**src/rtl/window33_pkg.sv**
```systemverilog
// Shared constants for the 3x3 window generator: default pixel width,
// tap indices (row-major, top-left to bottom-right) and counter sizing.
package window33_pkg;

    localparam int DEFAULT_BIT_WIDTH = 6;

    localparam int TAP_TL     = 0;
    localparam int TAP_TC     = 1;
    localparam int TAP_TR     = 2;
    localparam int TAP_ML     = 3;
    localparam int TAP_CENTRE = 4;
    localparam int TAP_MR     = 5;
    localparam int TAP_BL     = 6;
    localparam int TAP_BC     = 7;
    localparam int TAP_BR     = 8;
    localparam int NUM_TAPS   = 9;

    // Width of a counter that must reach n-1; never narrower than one bit.
    function automatic int cnt_width(input int n);
        return (n <= 2) ? 1 : $clog2(n);
    endfunction

endpackage

```
**src/rtl/row_linebuf.sv**
```systemverilog
// One image row of delay: a DEPTH-stage pixel shift register that advances
// only on shift_en, so q is the pixel accepted DEPTH accepts earlier.
module row_linebuf
    import window33_pkg::*;
#(
    parameter int DEPTH     = 5,
    parameter int BIT_WIDTH = DEFAULT_BIT_WIDTH
) (
    input  logic                 clk,
    input  logic                 rst,
    input  logic                 shift_en,
    input  logic [BIT_WIDTH-1:0] d,
    output logic [BIT_WIDTH-1:0] q
);

    logic [BIT_WIDTH-1:0] stage_reg [DEPTH];

    always_ff @(posedge clk or negedge rst) begin
        if (!rst) begin
            for (int i = 0; i < DEPTH; i++) begin
                stage_reg[i] <= '0;
            end
        end else if (shift_en) begin
            stage_reg[0] <= d;
            for (int i = 1; i < DEPTH; i++) begin
                stage_reg[i] <= stage_reg[i-1];
            end
        end
    end

    assign q = stage_reg[DEPTH-1];

endmodule

```
**src/rtl/window33_linebuf.sv**
```systemverilog
// Streaming 3x3 window generator with two row line buffers and no padding.
// Optional WINDOW33_WIN_COUNT_EN adds a saturating 16-bit window counter port.
module window33_linebuf
    import window33_pkg::*;
#(
    parameter int BIT_WIDTH = DEFAULT_BIT_WIDTH,
    parameter int IMG_W     = 5,
    parameter int IMG_H     = 5
) (
    input  logic                 clk,
    input  logic                 rst,
    input  logic                 en,
    input  logic                 in_valid,
    input  logic [BIT_WIDTH-1:0] in_pixel,
    output logic [BIT_WIDTH-1:0] win_0,
    output logic [BIT_WIDTH-1:0] win_1,
    output logic [BIT_WIDTH-1:0] win_2,
    output logic [BIT_WIDTH-1:0] win_3,
    output logic [BIT_WIDTH-1:0] win_4,
    output logic [BIT_WIDTH-1:0] win_5,
    output logic [BIT_WIDTH-1:0] win_6,
    output logic [BIT_WIDTH-1:0] win_7,
    output logic [BIT_WIDTH-1:0] win_8,
    output logic                 win_valid,
    output logic                 frame_done
`ifdef WINDOW33_WIN_COUNT_EN
    ,
    output logic [15:0]          win_count
`endif
);

    localparam int COL_W = cnt_width(IMG_W);
    localparam int ROW_W = cnt_width(IMG_H);

    logic                 accept;
    logic [COL_W-1:0]     col_reg, col_next;
    logic [ROW_W-1:0]     row_reg, row_next;
    logic                 col_last, row_last, in_window;
    logic                 win_valid_reg, frame_done_reg;
    logic [BIT_WIDTH-1:0] lb0_q, lb1_q;
    logic [BIT_WIDTH-1:0] win_reg [NUM_TAPS];
    logic [BIT_WIDTH-1:0] new_col [3];

    assign accept    = en && in_valid;
    assign col_last  = (col_reg == COL_W'(IMG_W - 1));
    assign row_last  = (row_reg == ROW_W'(IMG_H - 1));
    assign in_window = (row_reg >= ROW_W'(2)) && (col_reg >= COL_W'(2));

    always_comb begin
        col_next = col_reg + COL_W'(1);
        row_next = row_reg;
        if (col_last) begin
            col_next = '0;
            row_next = row_last ? '0 : row_reg + ROW_W'(1);
        end
    end

    always_ff @(posedge clk or negedge rst) begin
        if (!rst) begin
            col_reg        <= '0;
            row_reg        <= '0;
            win_valid_reg  <= 1'b0;
            frame_done_reg <= 1'b0;
        end else if (accept) begin
            col_reg        <= col_next;
            row_reg        <= row_next;
            win_valid_reg  <= in_window;
            frame_done_reg <= col_last && row_last;
        end else begin
            win_valid_reg  <= 1'b0;
            frame_done_reg <= 1'b0;
        end
    end

    row_linebuf #(.DEPTH(IMG_W), .BIT_WIDTH(BIT_WIDTH)) lb0 (
        .clk      (clk),
        .rst      (rst),
        .shift_en (accept),
        .d        (in_pixel),
        .q        (lb0_q)
    );

    row_linebuf #(.DEPTH(IMG_W), .BIT_WIDTH(BIT_WIDTH)) lb1 (
        .clk      (clk),
        .rst      (rst),
        .shift_en (accept),
        .d        (lb0_q),
        .q        (lb1_q)
    );

    // Incoming right-hand column, top to bottom: two rows up, one row up, current.
    assign new_col[0] = lb1_q;
    assign new_col[1] = lb0_q;
    assign new_col[2] = in_pixel;

    always_ff @(posedge clk or negedge rst) begin
        if (!rst) begin
            for (int i = 0; i < NUM_TAPS; i++) begin
                win_reg[i] <= '0;
            end
        end else if (accept) begin
            for (int r = 0; r < 3; r++) begin
                win_reg[3*r]     <= win_reg[3*r + 1];
                win_reg[3*r + 1] <= win_reg[3*r + 2];
                win_reg[3*r + 2] <= new_col[r];
            end
        end
    end

`ifdef WINDOW33_WIN_COUNT_EN
    logic [15:0] win_count_reg;

    always_ff @(posedge clk or negedge rst) begin
        if (!rst) begin
            win_count_reg <= '0;
        end else if (accept && in_window && (win_count_reg != 16'hFFFF)) begin
            win_count_reg <= win_count_reg + 16'd1;
        end
    end

    assign win_count = win_count_reg;
`endif

    assign win_0      = win_reg[TAP_TL];
    assign win_1      = win_reg[TAP_TC];
    assign win_2      = win_reg[TAP_TR];
    assign win_3      = win_reg[TAP_ML];
    assign win_4      = win_reg[TAP_CENTRE];
    assign win_5      = win_reg[TAP_MR];
    assign win_6      = win_reg[TAP_BL];
    assign win_7      = win_reg[TAP_BC];
    assign win_8      = win_reg[TAP_BR];
    assign win_valid  = win_valid_reg;
    assign frame_done = frame_done_reg;

endmodule

```
**config.mk**
```make
export PLATFORM = sky130hd
export DESIGN_NAME = window33_linebuf
export DESIGN_NICKNAME = d
export VERILOG_FILES = /design/src/rtl/window33_pkg.sv /design/src/rtl/row_linebuf.sv /design/src/rtl/window33_linebuf.sv
export SDC_FILE = /design/constraint.sdc
export NUM_CORES = 1
export LEC_CHECK = 0
export BUFFER_PORTS_ARGS = -buffer_cell sky130_fd_sc_hd__buf_2
export CAP_MARGIN = 5
export CORE_ASPECT_RATIO = 0.8
export CORE_UTILIZATION = 50
export CTS_CLUSTER_SIZE = 12
export DETAILED_ROUTE_END_ITERATION = 7
export HOLD_SLACK_MARGIN = 0.12
export PLACE_DENSITY = 0.71
export SLEW_MARGIN = 20
export SYNTH_ARGS = -nofsm -noshare
export SYNTH_HDL_FRONTEND = slang
export SYNTH_HIERARCHICAL = 1
export SYNTH_SLANG_ARGS = --single-unit
```
**constraint.sdc**
```tcl
create_clock -name clk -period 3.6 [get_ports clk]
set_clock_uncertainty 0.1 [all_clocks]
set_input_delay 0.18 -clock clk [delete_from_list [all_inputs] [get_ports clk]]
set_output_delay 0.18 -clock clk [all_outputs]
set_load 0.03 [all_outputs]
```
Word level (Yosys, flattened, before mapping) --
Cells that the tools add are included.
Cells by class: add/sub/neg operators 2, multiplexer cells 4, reduce and logical (&&, ||, !) cells 4, eq/ne operators 2, $lt $le $gt $ge 2
Operators by type and width (count):
- $add A3 B1 Y3 const B | 2
- $eq A3 B3 Y1 const B | 2
- $ge A3 B2 Y1 const B | 2
- $mux W3 | 2
- $logic_and A1 B1 Y1 | 3
- $mux W1 | 2
- $reduce_and A2 Y1 | 1
Storage, ports and cells: register bits after elaboration 86, output and inout bits 56, bits of input ports 10, logic and storage cells 31

Logic depth before layout (Yosys ltp) --
Gate-level depths: netlist of the first run.
depth after elaboration 3, mapped depth 6, mapped depth without buffers 5

Hierarchy --
The synthesis of the first run kept the hierarchy.
Modules (own cells, without submodules):
- row_linebuf | cells an instance 69, seq. area each 750.7 um^2, instances 2, area each 1280.0 um^2
- window33_linebuf | cells an instance 156, seq. area each 1551.5 um^2, instances 1, area each 2553.7 um^2

Worst setup path after synthesis of the first run --
OpenSTA, ideal clock, no wires.
path kind register to register, from reg col_reg[0], to reg row_reg[1], buffers on the path 0, path slack 2268 ps, cell stages (with the launch flop) 5, arrival 1107 ps, setup time 125 ps, period minus slack after synthesis 1332 ps, required time 3375 ps, cell sequence dfrtp_1 inv_1 ha_1 nand4_1 mux2_2
On the way: longest elaborated chain between the ends 2
RTL lines:
- from (decl) | RTL line window33_linebuf.sv:36 | logic [COL_W-1:0] col_reg, col_next;
- from (signal assigned) | RTL line window33_linebuf.sv:65 | col_reg <= col_next;
- $eq A3 B3 Y1 | RTL line window33_linebuf.sv:45 | assign col_last = (col_reg == COL_W'(IMG_W - 1));
- $reduce_and A2 Y1 (no line)
- to (signal assigned) | RTL line window33_linebuf.sv:66 | row_reg <= row_next;
- to (decl) | RTL line window33_linebuf.sv:37 | logic [ROW_W-1:0] row_reg, row_next;
Every way passes these cells. A chain may end at the register's enable or synchronous reset.

Final worst setup path of the first run --
from in in_valid, to reg win_reg, in the netlist win_5[0]
On the way: longest elaborated chain between the ends 1
RTL lines:
- from (decl) | RTL line window33_linebuf.sv:13 | input logic in_valid,
- $logic_and A1 B1 Y1 | RTL line window33_linebuf.sv:44 | assign accept = en && in_valid;
- to (signal, indexed assignment) | RTL line window33_linebuf.sv:103 | win_reg[3*r] <= win_reg[3*r + 1];
- to (signal, indexed assignment) | RTL line window33_linebuf.sv:104 | win_reg[3*r + 1] <= win_reg[3*r + 2];
- to (signal, indexed assignment) | RTL line window33_linebuf.sv:105 | win_reg[3*r + 2] <= new_col[r];
- to (decl) | RTL line window33_linebuf.sv:41 | logic [BIT_WIDTH-1:0] win_reg [NUM_TAPS];
Every way passes these cells.

==> run metrics, run 1 <==
Worst Setup SP in_valid; PD cells 942 nW/µm²; dpl cells around 480; grt total ovfl 0; Clock Pin Slew Worst Setup and Hold Paths about 50 ps; router iterations before antenna repair 4; Critical R2R Launch col_reg[0]$_DFFE_PN0P_; Syn Inst Count 294; NumNets Final 385; initial antenna violation count 0; Worst-Skew Late Latency roughly 400 ps; Max Slew Vio Count 0; final wirelength 7820 µm; CP cell instances dlygate4sd3_1 -> buf_2 -> nand2_4 -> inv_6 -> buf_4 -> mux2_2; # rows 32; Unique masters post-synth 20; Fin. Hold Viols 0; Total GRT Usage ~17%; sequential share of the synthesized area about three fifths; Critical Path End win_5[0]$_DFFE_PN0P_; CP Depth 6; syn_area_per_cell 17.4 µm²; Netlist Area Pre-Place around 5100 µm²; max cap viols 0; Fill cells 752; hpwl dp around 4700 µm; Crit Path Category primary input to flip-flop; Peak VDD IR 0.000495 V; first-pass GRT wire length 13300 µm; Worst Path Buf+Inv 4; total number of vias 2559; Core Box Area about 10000 µm²; clock root buffer clkbuf_16; CTS tree yes; design area roughly 6100 µm²; Clock Path Buffers 2; worst reg2reg setup slack 2100 ps; slowest stage delay, CP 560 ps; vias in the first global route 2618; largest net degree at the start of global routing 77; starting density of the core 52.3%; cts bufs inserted 17; Die H 92.5 µm; HP Class primary input to async pin; routed wire length per instance between 15 and 20 µm; Yosys top cell by area dfrtp_1; Worst path slowest cell inv_6; post-route clock period utilization 61.6%; RSZ-0062 raised after global routing false; min Tclk post-route 2220 ps; CP startpoint kind primary input; setup TNS 0 ps; n_diodes 0; Worst Tran Pin Value 847 ps; net count of the mapped netlist 310; io pins 66; Pleak 0.00301 µW; Rel. slew slack 43.5%; FF-to-FF End row_reg[1]$_DFFE_PN0P_; final core occ 62.9%; Top delay family on crit path buffers and inverters; Max Fclk 451 MHz; clk sinks 122; yosys warns 6; Area Growth Syn to Fin 20.3%; share of post-route cells with drive strength above 1 56.5%; Finish-stage setup viols 0; DRT antenna net count 0; #FFs+latches synth between 100 and 150; DIE WIDTH 115 µm; Final Non-Filler Cells 518; drc violations 0; crit path DAT 2410 ps; IO Port Bufs 65; register area about 3000 µm²; GPL Wtd Cong 0.708; Multi-input gate area 1800 µm²; Critical Path End Type flip-flop; synth top area cells dfrtp_1 (60%), mux2_4 (24%), mux2_2 (7.0%), buf_4 (2.1%), ha_1 (1.5%); DR iter-0 viols approximately 120; Die ar. 10600 µm²; htree depth 4; Max Fanout on Critical Path 76; length in cells of the worst reg-to-reg path 4; status completed; placed inst area 5410 µm²; WP data required approximately 3800 ps; Vias/cell 4.94; post-synth top area share 59.7%
Yosys cell counts, drive strengths merged:
master	number
dfrtp	122
mux2	115
buf	24
ha	6
o21ai	6
inv	5
nand2	5
nor2	3
nor3	3
nand4	2
a21o	1
nand3	1
nor3b	1
timing repair:
action / in CTS / in global routing
resized for setup: 0 / 0
hold buffers: 10 / 0
setup buffers: 0 / 0
endpoints found under the hold margin: 68 / 0
how the worst min path moves through the flow:
stage	start	to	slack (ps)	cells past startpoint
2_1_floorplan	rst	col_reg[0]$_DFFE_PN0P_	-220	0
6_report	rst	win_0[0]$_DFFE_PN0P_	240	2
3_3_place_gp	rst	win_0[2]$_DFFE_PN0P_	160	1
5_1_grt	rst	win_0[1]$_DFFE_PN0P_	310	2
3_5_place_dp	rst	win_0[1]$_DFFE_PN0P_	160	1
4_1_cts	rst	win_0[1]$_DFFE_PN0P_	270	2
area by class of cell:
type                       instances  area share, %
clock buffer                      25           8.22
clock inverter                     7           2.20
inverter                           5          0.387
multi-input combinational        143           29.2
sequential                       122           49.6
tap                              136           2.77
timing repair buffer              80           7.57
metal layers:
metal | up-vias | routed length [µm] | GRT usage (%)
met4 | 0 | 107 | 6.39
li1 | 1163 | - | -
met3 | 12 | 385 | 6.28
met5 | - | 0 | 0
met1 | 1316 | 3910 | 23.3
met2 | 68 | 3410 | 23.5
placed cells by master, fill, tap and decap left out:
master | synthesis | final
clkbuf_16 | 0 | 17
dlygate4sd3_1 | 0 | 10
o21ai_1 | 1 | 1
bufinv_16 | 0 | 4
inv_1 | 4 | 4
mux2_4 | 83 | 83
nor3_1 | 3 | 3
nand3_1 | 1 | 1
mux2_2 | 32 | 32
nand4_1 | 2 | 2
a21o_1 | 1 | 1
nand2_1 | 4 | 4
nor2_1 | 3 | 3
buf_2 | 0 | 64
nor3b_1 | 1 | 1
clkbuf_1 | 0 | 3
nand2_4 | 1 | 1
dfrtp_1 | 122 | 122
buf_4 | 14 | 6
inv_6 | 0 | 1
ha_1 | 6 | 6
o21ai_0 | 5 | 5
clkbuf_8 | 0 | 5
clkinv_2 | 0 | 3
cells by family (layout without fill, tap and decap cells):
logic type	after synthesis	after routing	synth area share, %
adder cells (fa/ha/maj)	6	6	1.47
AO/OA/AOI/OAI	7	7	0.734
AND/OR/NAND/NOR	15	15	1.52
multiplexers	115	115	31.4
buffers and inverters	29	117	5.16
flip-flops	122	122	59.7
power breakdown:
part	total, µW	switching (µW)	internal [µW]
clock network	1800	558	1250
registers	2300	379	1920
logic	1690	831	856
metrics by stage:
stage,total power (µW),hold slack (ps),worst slack (ps)
3_5_place_dp,4000,158,1550
6_report,5790,240,1380
3_3_place_gp,3950,155,1600
4_1_cts,5860,270,1480
5_1_grt,6090,309,1330
2_1_floorplan,3630,-216,2270
Note: power is estimated with default switching activity, not from simulation.
==> run 2: changes to the inputs <==
--- a/config.mk
+++ b/config.mk
@@ -12,7 +12,7 @@
 export CTS_CLUSTER_SIZE = 12
 export DETAILED_ROUTE_END_ITERATION = 7
 export HOLD_SLACK_MARGIN = 0.12
-export PLACE_DENSITY = 0.71
+export PLACE_DENSITY = 0.73
 export SLEW_MARGIN = 20
 export SYNTH_ARGS = -nofsm -noshare
 export SYNTH_HDL_FRONTEND = slang
==> constraint.sdc (replaced) <==
create_clock -name clk -period 1.9 [get_ports clk]
set_clock_uncertainty 0.1 [all_clocks]
set_input_delay 0.095 -clock clk [delete_from_list [all_inputs] [get_ports clk]]
set_output_delay 0.095 -clock clk [all_outputs]
set_load 0.03 [all_outputs]
==> run metrics, run 2 (synthesis results as in run 1) <==
cts bufs inserted 17 (unchanged); routed wire length per instance 14.8 µm (was 15.1 µm); IO Port Bufs 65 (unchanged); commonest non-fill, non-tap cell in the layout dfrtp_1 (unchanged); Max Fclk 567 MHz; post-route clock period utilization 92.9%; Area Growth Syn to Fin 21.2% (was 20.3%); final wirelength 7740 µm (was 7820 µm); CTS tree yes (unchanged); Crit Path Category primary input to flip-flop (unchanged); clock root buffer clkbuf_16 (unchanged); setup TNS 0 ps (unchanged); Final WS setup 135 ps (was 1380 ps); Worst path slowest cell dlygate4sd3_1 (was inv_6); Finish-stage setup viols 0 (unchanged); drc violations 0 (unchanged); starting density of the core 52.3% (unchanged); Top delay family on crit path buffers and inverters (unchanged); Fin. Hold Viols 0 (unchanged); Clock Pin Slew Worst Setup and Hold Paths 50 ps (about the same); DIE WIDTH 115 µm (unchanged); Clock Path Buffers 2 (unchanged); first-pass GRT wire length 13200 µm (was 13300 µm); vias in the first global route 2663 (was 2618); Total GRT Usage 16.6% (was 16.7%); Max Fanout on Critical Path 6 (was 76); Worst Tran Pin Value 528 ps (was 847 ps); Pwr Total 10600 µW (was 5790 µW); Fill cells 752 (unchanged); Max Slew Vio Count 0 (unchanged); highest-count cells in the layout ignoring fill and taps dfrtp_1 (122), mux2_4 (83), buf_2 (64) (unchanged); Peak VDD IR 0.00128 V (was 0.000495 V); RSZ-0062 raised after global routing false (unchanged); DR iter-0 viols 111 (was 119); Critical Path End Type flip-flop (unchanged); HP Class primary input to async pin (unchanged); worst reg2reg setup slack 450 ps (was 2100 ps); CP startpoint kind primary input (unchanged); # rows 32 (unchanged); post-CTS setup buffers 0 (unchanged); GPL Wtd Cong 0.704 (was 0.708); Die ar. 10600 µm² (unchanged); DRT antenna net count 0 (unchanged); WP data required 2080 ps (was 3790 ps); initial antenna violation count 0 (unchanged); htree depth 4 (unchanged); Die H 92.5 µm (unchanged); grt total ovfl 0 (unchanged); max cap viols 0 (unchanged); min Tclk post-route 1770 ps; PD cells 1720 nW/µm² (was 942 nW/µm²); n_diodes 0 (unchanged); slowest stage delay, CP 720 ps (was 560 ps); CTS Hold Buffers Added 10 (unchanged); Pleak 0.00302 µW (was 0.00301 µW); largest net degree at the start of global routing 40 (was 77); pre-CTS setup slack 411 ps (was 1550 ps); crit-path most repeated cell dlygate4sd3_1; router iterations before antenna repair 5 (was 4); Vias/cell 4.91 (was 4.94); share of post-route cells with drive strength above 1 56.8% (was 56.5%); Worst Path Buf+Inv 3 (was 4); NumNets Final 390 (was 385); Core Box Area 9770 µm² (unchanged); status completed (unchanged); clk sinks 122 (unchanged); crit path DAT 1950 ps (was 2410 ps); CP cell instances dlygate4sd3_1 -> buf_2 -> nand2_4 -> dlygate4sd3_1 -> mux2_2 (was dlygate4sd3_1 -> buf_2 -> nand2_4 -> inv_6 -> buf_4 -> mux2_2); Worst-Skew Late Latency 400 ps (about the same); Rel. slew slack 64.8% (was 43.5%); CTS-repair resized insts 0 (unchanged); hpwl dp 4840 µm (was 4660 µm); total number of vias 2568 (was 2559); io pins 66 (unchanged)
## run 2: changes by cell type in the layout (fill, tap and decap cells not counted)
cell,previous run,this run
clkbuf_8,5,3
clkbuf_1,3,4
clkinvlp_4,0,1
bufinv_16,4,2
buf_4,6,5
clkinv_2,3,5
buf_12,0,6
## run 2: path summary, 6_finish.rpt
kind	endpoint	from	cells past startpoint
max	win_0[0]$_DFFE_PN0P_	en	5
min	win_0[0]$_DFFE_PN0P_	rst	2
max reg2reg	row_reg[1]$_DFFE_PN0P_	col_reg[0]$_DFFE_PN0P_	4
min reg2reg	win_0[1]$_DFFE_PN0P_	win_0[1]$_DFFE_PN0P_	1
max in group asynchronous	frame_done$_DFF_PN0_	rst	3
min in group clk	lb0/stage_reg[24]$_DFFE_PN0P_	in_pixel[0]	3
## run 2: worst reg2reg max path, cell delays in order (launching register included)
cell     delay (ps)
dfrtp_1         380
inv_1           110
ha_1            230
nand4_1         190
mux2_2          320
## run 2: per-stage QoR
step	instances	hold slack, ps	instance area [µm²]	utilization, %
after floorplan	294	-301	5110	-
after global placement	481	9.11	5520	56.5
after detailed placement	481	4.98	5520	56.5
after CTS	523	125	6200	63.4
after global routing	523	152	6200	63.4
final	523	118	6200	63.4
## run 2: routing by layer
metal	global-route usage, %	vias up	part of all wire, %
met3	5.24	5	4.0
met5	0	-	0
met4	7.79	0	1.0
li1	-	1184	-
met1	22.2	1321	49
met2	24.6	58	46
## run 2: power by group
| part | leakage [µW] | switching [µW] | total (µW) | internal [µW] |
|---|---|---|---|---|
| Combinational | 0.00125 | 1560 | 3200 | 1640 |
| Clock | 0.000284 | 1050 | 3070 | 2020 |
| Sequential | 0.00149 | 719 | 4360 | 3640 |
## run 2: final cells by class
cell class              count  area, µm²  area share [%]
flip-flops and latches    122       3050            49.3
multi-input cells         143       1800            29.0
repair buffers             85        578            9.33
clock buffers              24        482            7.77
well taps                 136        170            2.75
clock inverters             8       92.6            1.49
inverters                   5       23.8           0.384
